<file path="src/rtl/ixu_branch_resolve_pkg.sv">
// Shared types and constants for the branch-resolve stage and its BTB update queue.
package ixu_branch_resolve_pkg;

    // Branch type encodings, shared by the branch unit and the BTB
    localparam logic [1:0] BT_COND = 2'b00;
    localparam logic [1:0] BT_CALL = 2'b01;
    localparam logic [1:0] BT_JUMP = 2'b10;
    localparam logic [1:0] BT_RET  = 2'b11;

    // Bimodal counter values written on allocation
    localparam logic [1:0] BM_WEAK_T   = 2'b10;
    localparam logic [1:0] BM_STRONG_T = 2'b11;

    // Counter value carried on an invalidate entry; the front end ignores it
    localparam logic [1:0] BM_INV      = 2'b00;

    // One BTB/bimodal write request toward the front end
    typedef struct packed {
        logic        inv;
        logic [29:0] pc;
        logic [29:0] target;
        logic [1:0]  br_type;
        logic [1:0]  bm;
    } btb_upd_t;

    typedef enum logic {
        ST_IDLE       = 1'b0,
        ST_WAIT_FLUSH = 1'b1
    } state_e;

    // Two-bit saturating counter step toward the resolved direction
    function automatic logic [1:0] bm_train(input logic [1:0] ctr, input logic taken);
        logic [1:0] nxt;
        nxt = ctr;
        if (taken) begin
            if (ctr != 2'b11) nxt = ctr + 2'd1;
        end else begin
            if (ctr != 2'b00) nxt = ctr - 2'd1;
        end
        return nxt;
    endfunction

endpackage

</file>
<file path="src/rtl/ixu_btb_upd_fifo.sv">
// Small FIFO of BTB update requests. Pointers carry one extra wrap bit so
// full and empty are distinguished without a separate counter.
module ixu_btb_upd_fifo
    import ixu_branch_resolve_pkg::*;
#(
    parameter int DEPTH = 2
) (
    input  logic     clk_i,
    input  logic     rst_i,
    input  logic     push_i,
    input  btb_upd_t data_i,
    input  logic     pop_i,
    output logic     vld_o,
    output logic     full_o,
    output btb_upd_t data_o
);

    localparam int PTR_W = $clog2(DEPTH);

    logic [PTR_W:0] wr_ptr_q, wr_ptr_d;
    logic [PTR_W:0] rd_ptr_q, rd_ptr_d;
    btb_upd_t       mem_q [DEPTH];
    logic           empty;
    logic           do_push;
    logic           do_pop;

    assign empty   = (wr_ptr_q == rd_ptr_q);
    assign full_o  = (wr_ptr_q[PTR_W] != rd_ptr_q[PTR_W]) &&
                     (wr_ptr_q[PTR_W-1:0] == rd_ptr_q[PTR_W-1:0]);
    assign vld_o   = !empty;
    assign do_pop  = pop_i && !empty;
    // A pop in the same cycle frees the slot, so a push while full is legal then
    assign do_push = push_i && (!full_o || do_pop);
    // Head is forced to zero while empty so the outputs are clean after reset
    assign data_o  = empty ? '0 : mem_q[rd_ptr_q[PTR_W-1:0]];

    // Pointer advance on accepted push/pop
    always_comb begin
        wr_ptr_d = wr_ptr_q;
        rd_ptr_d = rd_ptr_q;
        if (do_push) wr_ptr_d = wr_ptr_q + 1'b1;
        if (do_pop)  rd_ptr_d = rd_ptr_q + 1'b1;
    end

    // Pointer registers
    always_ff @(posedge clk_i or posedge rst_i) begin
        if (rst_i) begin
            wr_ptr_q <= '0;
            rd_ptr_q <= '0;
        end else begin
            wr_ptr_q <= wr_ptr_d;
            rd_ptr_q <= rd_ptr_d;
        end
    end

    // Entry storage; contents are only meaningful between the pointers
    always_ff @(posedge clk_i) begin
        if (do_push) mem_q[wr_ptr_q[PTR_W-1:0]] <= data_i;
    end

endmodule

</file>
<file path="src/rtl/ixu_branch_resolve.sv">
// Branch resolve stage: checks the resolved branch against the BTB prediction,
// raises a single redirect per mispredict (then waits for the flush), affirms
// correctly predicted calls/rets and queues BTB/bimodal updates.
module ixu_branch_resolve
    import ixu_branch_resolve_pkg::*;
#(
    parameter int ROB_W     = 6,
    parameter int UPD_DEPTH = 2
) (
    input  logic             cpu_clock_i,
    input  logic             cpu_reset_i,
    input  logic             flush_i,
    input  logic             valid_i,
    input  logic [ROB_W-1:0] rob_id_i,
    input  logic [29:0]      pc_i,
    input  logic             auipc_i,
    input  logic             brnch_res_i,
    input  logic [1:0]       branch_type_i,
    input  logic [31:0]      excp_addr_i,
    input  logic             btb_vld_i,
    input  logic [29:0]      btb_target_i,
    input  logic [1:0]       btype_i,
    input  logic [1:0]       bm_pred_i,
    output logic             stall_o,
    output logic             rcu_excp_o,
    output logic [ROB_W-1:0] rcu_rob_o,
    output logic [31:0]      rcu_redirect_o,
    output logic             call_affirm_o,
    output logic             ret_affirm_o,
    output logic             btb_upd_vld_o,
    input  logic             btb_upd_rdy_i,
    output logic [29:0]      btb_upd_pc_o,
    output logic [29:0]      btb_upd_target_o,
    output logic [1:0]       btb_upd_type_o,
    output logic [1:0]       btb_upd_bm_o,
    output logic             btb_upd_inv_o
);

    state_e           state_q, state_d;
    logic             excp_q, excp_d;
    logic [ROB_W-1:0] rob_q, rob_d;
    logic [31:0]      redirect_q, redirect_d;
    logic             call_q, call_d;
    logic             ret_q, ret_d;

    logic     acc, idle;
    logic     wn, wt, wty, wb, mis;
    logic     report;
    logic     push, pop, fifo_full;
    btb_upd_t upd_entry, upd_head;

    assign idle = (state_q == ST_IDLE);
    assign pop  = btb_upd_vld_o && btb_upd_rdy_i;
    // Full only stalls issue if the front end is not draining this cycle
    assign stall_o = fifo_full && !pop;
    assign acc  = valid_i && !flush_i && !stall_o;

    // Mispredict classification; an AUIPC that hit in the BTB is always a redirect
    always_comb begin
        wn  = !btb_vld_i && !auipc_i && (brnch_res_i || (branch_type_i != BT_COND));
        wt  = btb_vld_i && ({btb_target_i, 2'b00} != excp_addr_i);
        wty = btb_vld_i && (btype_i != branch_type_i);
        wb  = btb_vld_i && (branch_type_i == BT_COND) && (brnch_res_i ^ bm_pred_i[1]);
        if (auipc_i) mis = btb_vld_i;
        else         mis = wn || wt || wty || wb;
    end

    assign report = acc && mis && idle;

    // Update request: mispredicts allocate/repair, correct conditional hits train the counter
    always_comb begin
        upd_entry         = '0;
        upd_entry.inv     = auipc_i;
        upd_entry.pc      = pc_i;
        upd_entry.target  = excp_addr_i[31:2];
        upd_entry.br_type = branch_type_i;
        if (auipc_i)                          upd_entry.bm = BM_INV;
        else if (branch_type_i != BT_COND)    upd_entry.bm = BM_STRONG_T;
        else if (btb_vld_i)                   upd_entry.bm = bm_train(bm_pred_i, brnch_res_i);
        else                                  upd_entry.bm = BM_WEAK_T;
        push = acc && idle && !(auipc_i && !btb_vld_i) &&
               (mis || (btb_vld_i && (branch_type_i == BT_COND)));
    end

    // Next-state and registered report/affirm values
    always_comb begin
        state_d    = state_q;
        excp_d     = 1'b0;
        rob_d      = rob_q;
        redirect_d = redirect_q;
        call_d     = 1'b0;
        ret_d      = 1'b0;
        case (state_q)
            ST_IDLE: begin
                if (report) begin
                    state_d    = ST_WAIT_FLUSH;
                    excp_d     = 1'b1;
                    rob_d      = rob_id_i;
                    redirect_d = excp_addr_i;
                end else if (acc && btb_vld_i) begin
                    call_d = (branch_type_i == BT_CALL);
                    ret_d  = (branch_type_i == BT_RET);
                end
            end
            ST_WAIT_FLUSH: begin
                if (flush_i) state_d = ST_IDLE;
            end
            default: state_d = ST_IDLE;
        endcase
    end

    // State and output registers
    always_ff @(posedge cpu_clock_i or posedge cpu_reset_i) begin
        if (cpu_reset_i) begin
            state_q    <= ST_IDLE;
            excp_q     <= 1'b0;
            rob_q      <= '0;
            redirect_q <= '0;
            call_q     <= 1'b0;
            ret_q      <= 1'b0;
        end else begin
            state_q    <= state_d;
            excp_q     <= excp_d;
            rob_q      <= rob_d;
            redirect_q <= redirect_d;
            call_q     <= call_d;
            ret_q      <= ret_d;
        end
    end

    ixu_btb_upd_fifo #(
        .DEPTH (UPD_DEPTH)
    ) u_upd_fifo (
        .clk_i  (cpu_clock_i),
        .rst_i  (cpu_reset_i),
        .push_i (push),
        .data_i (upd_entry),
        .pop_i  (pop),
        .vld_o  (btb_upd_vld_o),
        .full_o (fifo_full),
        .data_o (upd_head)
    );

    assign rcu_excp_o       = excp_q;
    assign rcu_rob_o        = rob_q;
    assign rcu_redirect_o   = redirect_q;
    assign call_affirm_o    = call_q;
    assign ret_affirm_o     = ret_q;
    assign btb_upd_pc_o     = upd_head.pc;
    assign btb_upd_target_o = upd_head.target;
    assign btb_upd_type_o   = upd_head.br_type;
    assign btb_upd_bm_o     = upd_head.bm;
    assign btb_upd_inv_o    = upd_head.inv;

endmodule

</file>
<file path="config.mk">
export PLATFORM = sky130hd
export DESIGN_NAME = ixu_branch_resolve
export DESIGN_NICKNAME = d
export VERILOG_FILES = /design/src/rtl/ixu_branch_resolve_pkg.sv /design/src/rtl/ixu_btb_upd_fifo.sv /design/src/rtl/ixu_branch_resolve.sv
export SDC_FILE = /design/constraint.sdc
export NUM_CORES = 1
export LEC_CHECK = 0
export CAP_MARGIN = 20
export CORE_MARGIN = 5
export CORE_UTILIZATION = 47
export DETAILED_ROUTE_END_ITERATION = 6
export PLACE_DENSITY_LB_ADDON = 0.15
export REMOVE_ABC_BUFFERS = 1
export SYNTH_ARGS = -nofsm -noshare
export SYNTH_HDL_FRONTEND = slang
export SYNTH_SLANG_ARGS = --single-unit
</file>
<file path="constraint.sdc">
create_clock -name cpu_clock_i -period 6.2 [get_ports cpu_clock_i]
set_input_delay 1.24 -clock cpu_clock_i [delete_from_list [all_inputs] [get_ports cpu_clock_i]]
set_output_delay 1.24 -clock cpu_clock_i [all_outputs]
set_load 0.1 [all_outputs]
</file>
==> qor.csv, run 1 <==
stage,metric,value,unit
status,status,"complete, no violations",
timing,rsz0062_at_grt,no,
drt,dr.max_layer_used,met4,
drt,drc_errors,0,
run,maxCapViolCount,0,
drt,wl_per_cell,19.1,um
placed_design,io_buffers,219,
synthesis,ys_seq_elements,176,
timing,timing.final.crit_share,76.3,%
global_routing,overflow,0,
placed_design,hpwl,11.9,mm
floorplan,die_y,133,um
critical_path,cp_top_family,buffers and inverters,
global_routing,grt_use_total,19.1,%
critical_path,worstSetupPathType,register to output port,
final_layout,num_antenna_cells,0,
clock_network,h-tree-depth,4,
timing,fin_crit,4.73,ns
final_layout,nets,796,
final_layout,fin_util,67.1,%
drt,dr.pass1.iters,7,
clock_network,clkLatencyLatePin,0.41,ns
critical_path,worstPathBufferInverterCount,3,
global_routing,first_global_vias,4826,
timing,skew,0.00871,ns
synthesis,synth_edf_count,130,
critical_path,slowest_delay,1.16,ns
critical_path,cp_max_fo,41,
critical_path,critPathCaptureType,output port,
clock_network,cts_tree,yes,
timing,setup_violations,0,
timing,final-max-slew-violation-count,0,
synthesis,yosysWarningCount,0,
clock_network,cts_sinks,176,
final_layout,layout_common_cells,"clkdlybuf4s50_1 (219), edfxtp_1 (130), nor2_1 (68)",
timing,tightest_slew,1.03,ns
critical_path,crit_required,4.96,ns
critical_path,crit_chain,"xor2_1, inv_1, and2_2, buf_4, nor2_1, clkdlybuf4s50_1",
synthesis,ys_async_sr_fraction,26.1,%
floorplan,io_pins,220,
synthesis,synth_area,0.00716,mm^2
drt,wirelength_met1,6.89,mm
critical_path,critPathLaunchType,register,
drt,avgViaCountPerCell,5.18,
critical_path,startpoint,u_upd_fifo.wr_ptr_q[0],
clock_network,cts-hold-fix-buffers,0,
critical_path,cp_slowest_cell,clkdlybuf4s50_1,
floorplan,die_w,133,um
drt,route.met3.wl,1.40,mm
final_layout,fillers,1081,
clock_network,ctsResizeCount,0,
global_routing,grt_max_degree,47,
drt,via_count,4585,
synthesis,synth_flop_cell,edfxtp_1,
final_layout,multi_input_area,0.00197,mm^2
drt,route.antenna.remaining_nets,0,
min_path,hold_path_startpoint,rcu_rob_o[1],
clock_network,numCtsBuffers,17,
global_routing,antenna_found_initial,0,
floorplan,placementRows,45,
synthesis,syn_inst,459,
timing,hold_viol_final,0,
floorplan,start_util,47.4,%
drt,wl_met2,8.29,mm
final_layout,area_growth,41.4,%
clock_network,cts_setup_buffers,0,
final_layout,drive_gt1_share,9.90,%
clock_network,cts_root_buf,clkbuf_16,
final_layout,final_common_cell,clkdlybuf4s50_1,
timing,finalSetupTns,0,ns
drt,routed_wl,16.9,mm
synthesis,ys_types,35,
min_path,min_path_type,register to register,
critical_path,worstReg2RegStart,u_upd_fifo.wr_ptr_q[0],
timing,fmax,0.211,GHz
critical_path,worstPathArrival,3.49,ns
clock_network,ctsLongestPathBuffers,2,
drt,drt_iter0_markers,210,
timing,relSlewSlack,30.9,%
floorplan,die_area,0.0178,mm^2
placed_design,place.gp.congestion,0.782,
global_routing,grt_first_pass_wirelength,26.2,mm
final_layout,seq_area,0.00506,mm^2
floorplan,coreArea,0.0151,mm^2
synthesis,yosysSeqAreaShare,70.6,%
clock_network,clk_pin_slew,0.06,ns
synthesis,syn_area_per_cell,15.6,um^2
final cells by class:
class | instances | share of cell area (%)
Clock buffer | 27 | 4.88
Clock inverter | 5 | 0.556
Inverter | 9 | 0.334
Multi-Input combinational cell | 253 | 19.5
Sequential cell | 176 | 50.0
Tap cell | 188 | 2.32
Timing Repair Buffer | 227 | 22.5
sequential cells by signal, indices dropped and copies added (netlist names):
register / count
rcu_excp_o: 1
u_upd_fifo.mem_q: 130
state_q: 1
u_upd_fifo.wr_ptr_q: 2
u_upd_fifo.rd_ptr_q: 2
call_affirm_o: 1
rcu_rob_o: 6
ret_affirm_o: 1
rcu_redirect_o: 32
routing by layer:
metal | vias up | track usage, %
met2 | 192 | 30.9
met5 | - | 0
met3 | 25 | 6.76
met1 | 2242 | 24.0
li1 | 2126 | -
met4 | 0 | 7.03
metrics by stage:
step	hold WS [ns]	worst slack [ns]	std cells	cell area [um^2]
floorplan	0.485	-0.147	438	7040
global placement	0.476	1.56	852	9550
detailed placement	0.488	1.47	853	9570
CTS	0.503	1.44	885	10100
global route	0.525	1.25	885	10100
finish	0.495	1.47	885	10100
synth_stat cells, types with 7 or more instances:
| cell type | instances | area share [%] |
|---|---|---|
| xor2_1 | 17 | 2.1 |
| mux2_2 | 28 | 4.4 |
| inv_1 | 9 | 0.47 |
| dfrtp_1 | 46 | 16 |
| clkbuf_1 | 7 | 0.37 |
| nor2_1 | 70 | 3.7 |
| edfxtp_1 | 130 | 55 |
| mux2_1 | 8 | 1.3 |
| xnor2_1 | 20 | 2.4 |
| buf_1 | 8 | 0.42 |
| mux2i_1 | 66 | 9.2 |
| nor4_1 | 7 | 0.61 |
path summary, 6_finish.rpt:
path / end / slack (ns) / cells past startpoint
max in group asynchronous: u_upd_fifo.rd_ptr_q[0] / 4.39 / 3
worst min register to register: rcu_rob_o[1] / 0.50 / 1
worst max register to register: u_upd_fifo.mem_q[0][57] / 3.07 / 6
worst min-delay path: rcu_rob_o[1] / 0.50 / 1
worst max-delay path: btb_upd_target_o[6] / 1.47 / 6
min in group asynchronous: rcu_redirect_o[15] / 1.32 / 3
logic make-up after synthesis:
group	synth area share, %
buffers and inverters	2.11
DFF	70.6
adders and majority gates	0.140
AOI/OAI and AO/OA	2.01
muxes	14.9
xor gates and xnor gates	4.53
and+or+nand+nor	5.71
Power of run 1 is left out: the tool's default activity adds up to more than one toggle a clock period on the data nets, which glitch-free logic cannot reach.
==> inputs of run 2 (changes only) <==
Settings changed: CORE_UTILIZATION 47 to 42.
Clock period 6.2 ns to 3.9 ns, I/O delays scaled along.
==> qor.csv, run 2 (same netlist as run 1, synthesis figures left out) <==
stage,metric,value,unit,change
global_routing,antenna_found_initial,2,,+2
clock_network,cts_root_buf,clkbuf_16,,
critical_path,slowest_delay,0.60,ns,-0.56 ns
timing,fmax,0.286,GHz,
critical_path,cp_slowest_cell,and2_2,,
final_layout,nets,806,,+1.3%
status,status,"complete, no violations",,
placed_design,io_buffers,219,,unchanged
min_path,hold_depth,1,,unchanged
clock_network,ctsResizeCount,0,,unchanged
placed_design,dp_cells,895,,+4.9%
floorplan,start_util,43.0,%,-4.4 points
drt,routed_wl,17.1,mm,+1.3%
drt,dr.pass1.iters,4,,-3
final_layout,layout_common_cells,"clkdlybuf4s50_1 (152), edfxtp_1 (130), buf_4 (82)",,
timing,relSlewSlack,28.9,%,-2.1 points
timing,tightest_slew,1.06,ns,+0.0311 ns
critical_path,crit_chain,"xnor2_1, and2_2, buf_4, nor2_1, buf_4",,
timing,timing.final.crit_share,89.5,%,
clock_network,clkLatencyLatePin,0.43,ns,+0.02 ns
drt,avgViaCountPerCell,4.92,,-5.0%
critical_path,critPathLaunchType,register,,
floorplan,die_area,0.0198,mm^2,+11%
critical_path,worstSetupPathType,register to output port,,
final_layout,final_common_cell,clkdlybuf4s50_1,,
drt,via_count,4564,,-0.46%
final_layout,largest_reg_flops,130,,unchanged
global_routing,grt_use_total,17.4,%,-1.7 points
drt,wl_per_cell,18.5,um,-3.2%
drt,drc_errors,0,,unchanged
final_layout,instances_no_fill,927,,+4.7%
global_routing,grt_max_degree,40,,-15%
clock_network,clk_pin_slew,0.06,ns,about the same
floorplan,die_w,141,um,+5.4%
min_path,min_path_type,register to register,,
floorplan,die_y,141,um,+5.4%
placed_design,hpwl,12.2,mm,+2.7%
critical_path,rr_worst_depth,8,,+2
critical_path,worstPathArrival,2.71,ns,-0.78 ns
final_layout,num_antenna_cells,0,,unchanged
final_layout,multi_input_area,0.00197,mm^2,unchanged
critical_path,crit_required,3.12,ns,-1.84 ns
global_routing,overflow,0,,unchanged
final_layout,area_growth,41.7,%,
final_layout,drive_gt1_share,21.8,%,+12 points
floorplan,placementRows,47,,+4.4%
floorplan,io_pins,220,,unchanged
timing,final-max-slew-violation-count,0,,unchanged
clock_network,ctsLongestPathBuffers,2,,unchanged
run,maxCapViolCount,0,,unchanged
final_layout,fillers,1310,,+21%
placed_design,place.gp.congestion,0.791,,+1.2%
drt,drt_iter0_markers,182,,-13%
timing,layout_setup_ws,0.410,ns,-1.06 ns
clock_network,cts_tree,yes,,
timing,setup_violations,0,,unchanged
global_routing,grt_first_pass_wirelength,26.4,mm,+0.74%
timing,finalSetupTns,0,ns,unchanged
timing,rsz0062_at_grt,no,,
clock_network,cts-hold-fix-buffers,0,,unchanged
critical_path,cp_common_cell,buf_4,,
critical_path,cp_max_fo,39,,-4.9%
clock_network,h-tree-depth,4,,unchanged
timing,hold_viol_final,0,,unchanged
timing,skew,0.00794,ns,-0.000778 ns
global_routing,first_global_vias,4825,,-0.021%
drt,route.antenna.remaining_nets,0,,unchanged
clock_network,cts_sinks,176,,unchanged
timing,fin_crit,3.49,ns,
clock_network,numCtsBuffers,17,,unchanged
floorplan,coreArea,0.0166,mm^2,+10%
critical_path,critPathCaptureType,output port,,
final_layout,seq_area,0.00506,mm^2,unchanged
clock_network,cts_setup_buffers,0,,unchanged
placed_design,dp_slack,0.341,ns,-1.13 ns
## run 2: cell types whose count changed in the layout (fill, tap and decap cells not counted), sizes merged
cell	previous run	this run
clkdlybuf4s50	219	152
clkbuf	27	17
inv	9	12
clkinv	3	8
buf	8	85
bufinv	1	3
## run 2: worst max-delay path, delay by kind of cell (launching register included)
family,cells,cell delay (ns)
buffers and inverters,2,0.77
AND/OR/NAND/NOR,2,0.75
flip-flops,1,0.42
XOR/XNOR,1,0.31
## run 2: final cells by class
type	instances	area share (%)
flip-flops and latches	176	49.9
repair buffers	237	21.7
inverters	9	0.333
well taps	220	2.71
clock inverters	15	1.80
multi-input cells	253	19.4
clock buffers	17	4.19
## run 2: metal layers
layer	track usage (%)	up-vias	part of all wire (%)
met1	21.6	2220	41
met4	5.81	4	1.0
met2	27.8	174	48
li1	-	2149	-
met5	0	-	0.20
met3	7.19	17	10
## run 2: final timing paths
check	startpoint	endpoint	slack (ns)
worst max-delay path	u_upd_fifo.wr_ptr_q[1]	btb_upd_inv_o	0.41
worst min-delay path	rcu_redirect_o[27]	rcu_redirect_o[27]	0.49
worst max register to register	u_upd_fifo.wr_ptr_q[0]	u_upd_fifo.mem_q[0][10]	1.28
worst min register to register	rcu_redirect_o[27]	rcu_redirect_o[27]	0.49
max in group asynchronous	cpu_reset_i	rcu_redirect_o[21]	2.39
min in group asynchronous	cpu_reset_i	rcu_rob_o[1]	0.83
## run 2: through the flow
step | hold WS [ns] | utilization (%) | area, um^2
after floorplan | 0.485 | - | 7040
after detailed placement | 0.480 | 57.3 | 9530
final | 0.493 | 60.9 | 10100
after global placement | 0.476 | 57.2 | 9510
after global routing | 0.501 | 60.9 | 10100
after CTS | 0.495 | 60.9 | 10100
Power of run 2 is left out for the same reason.
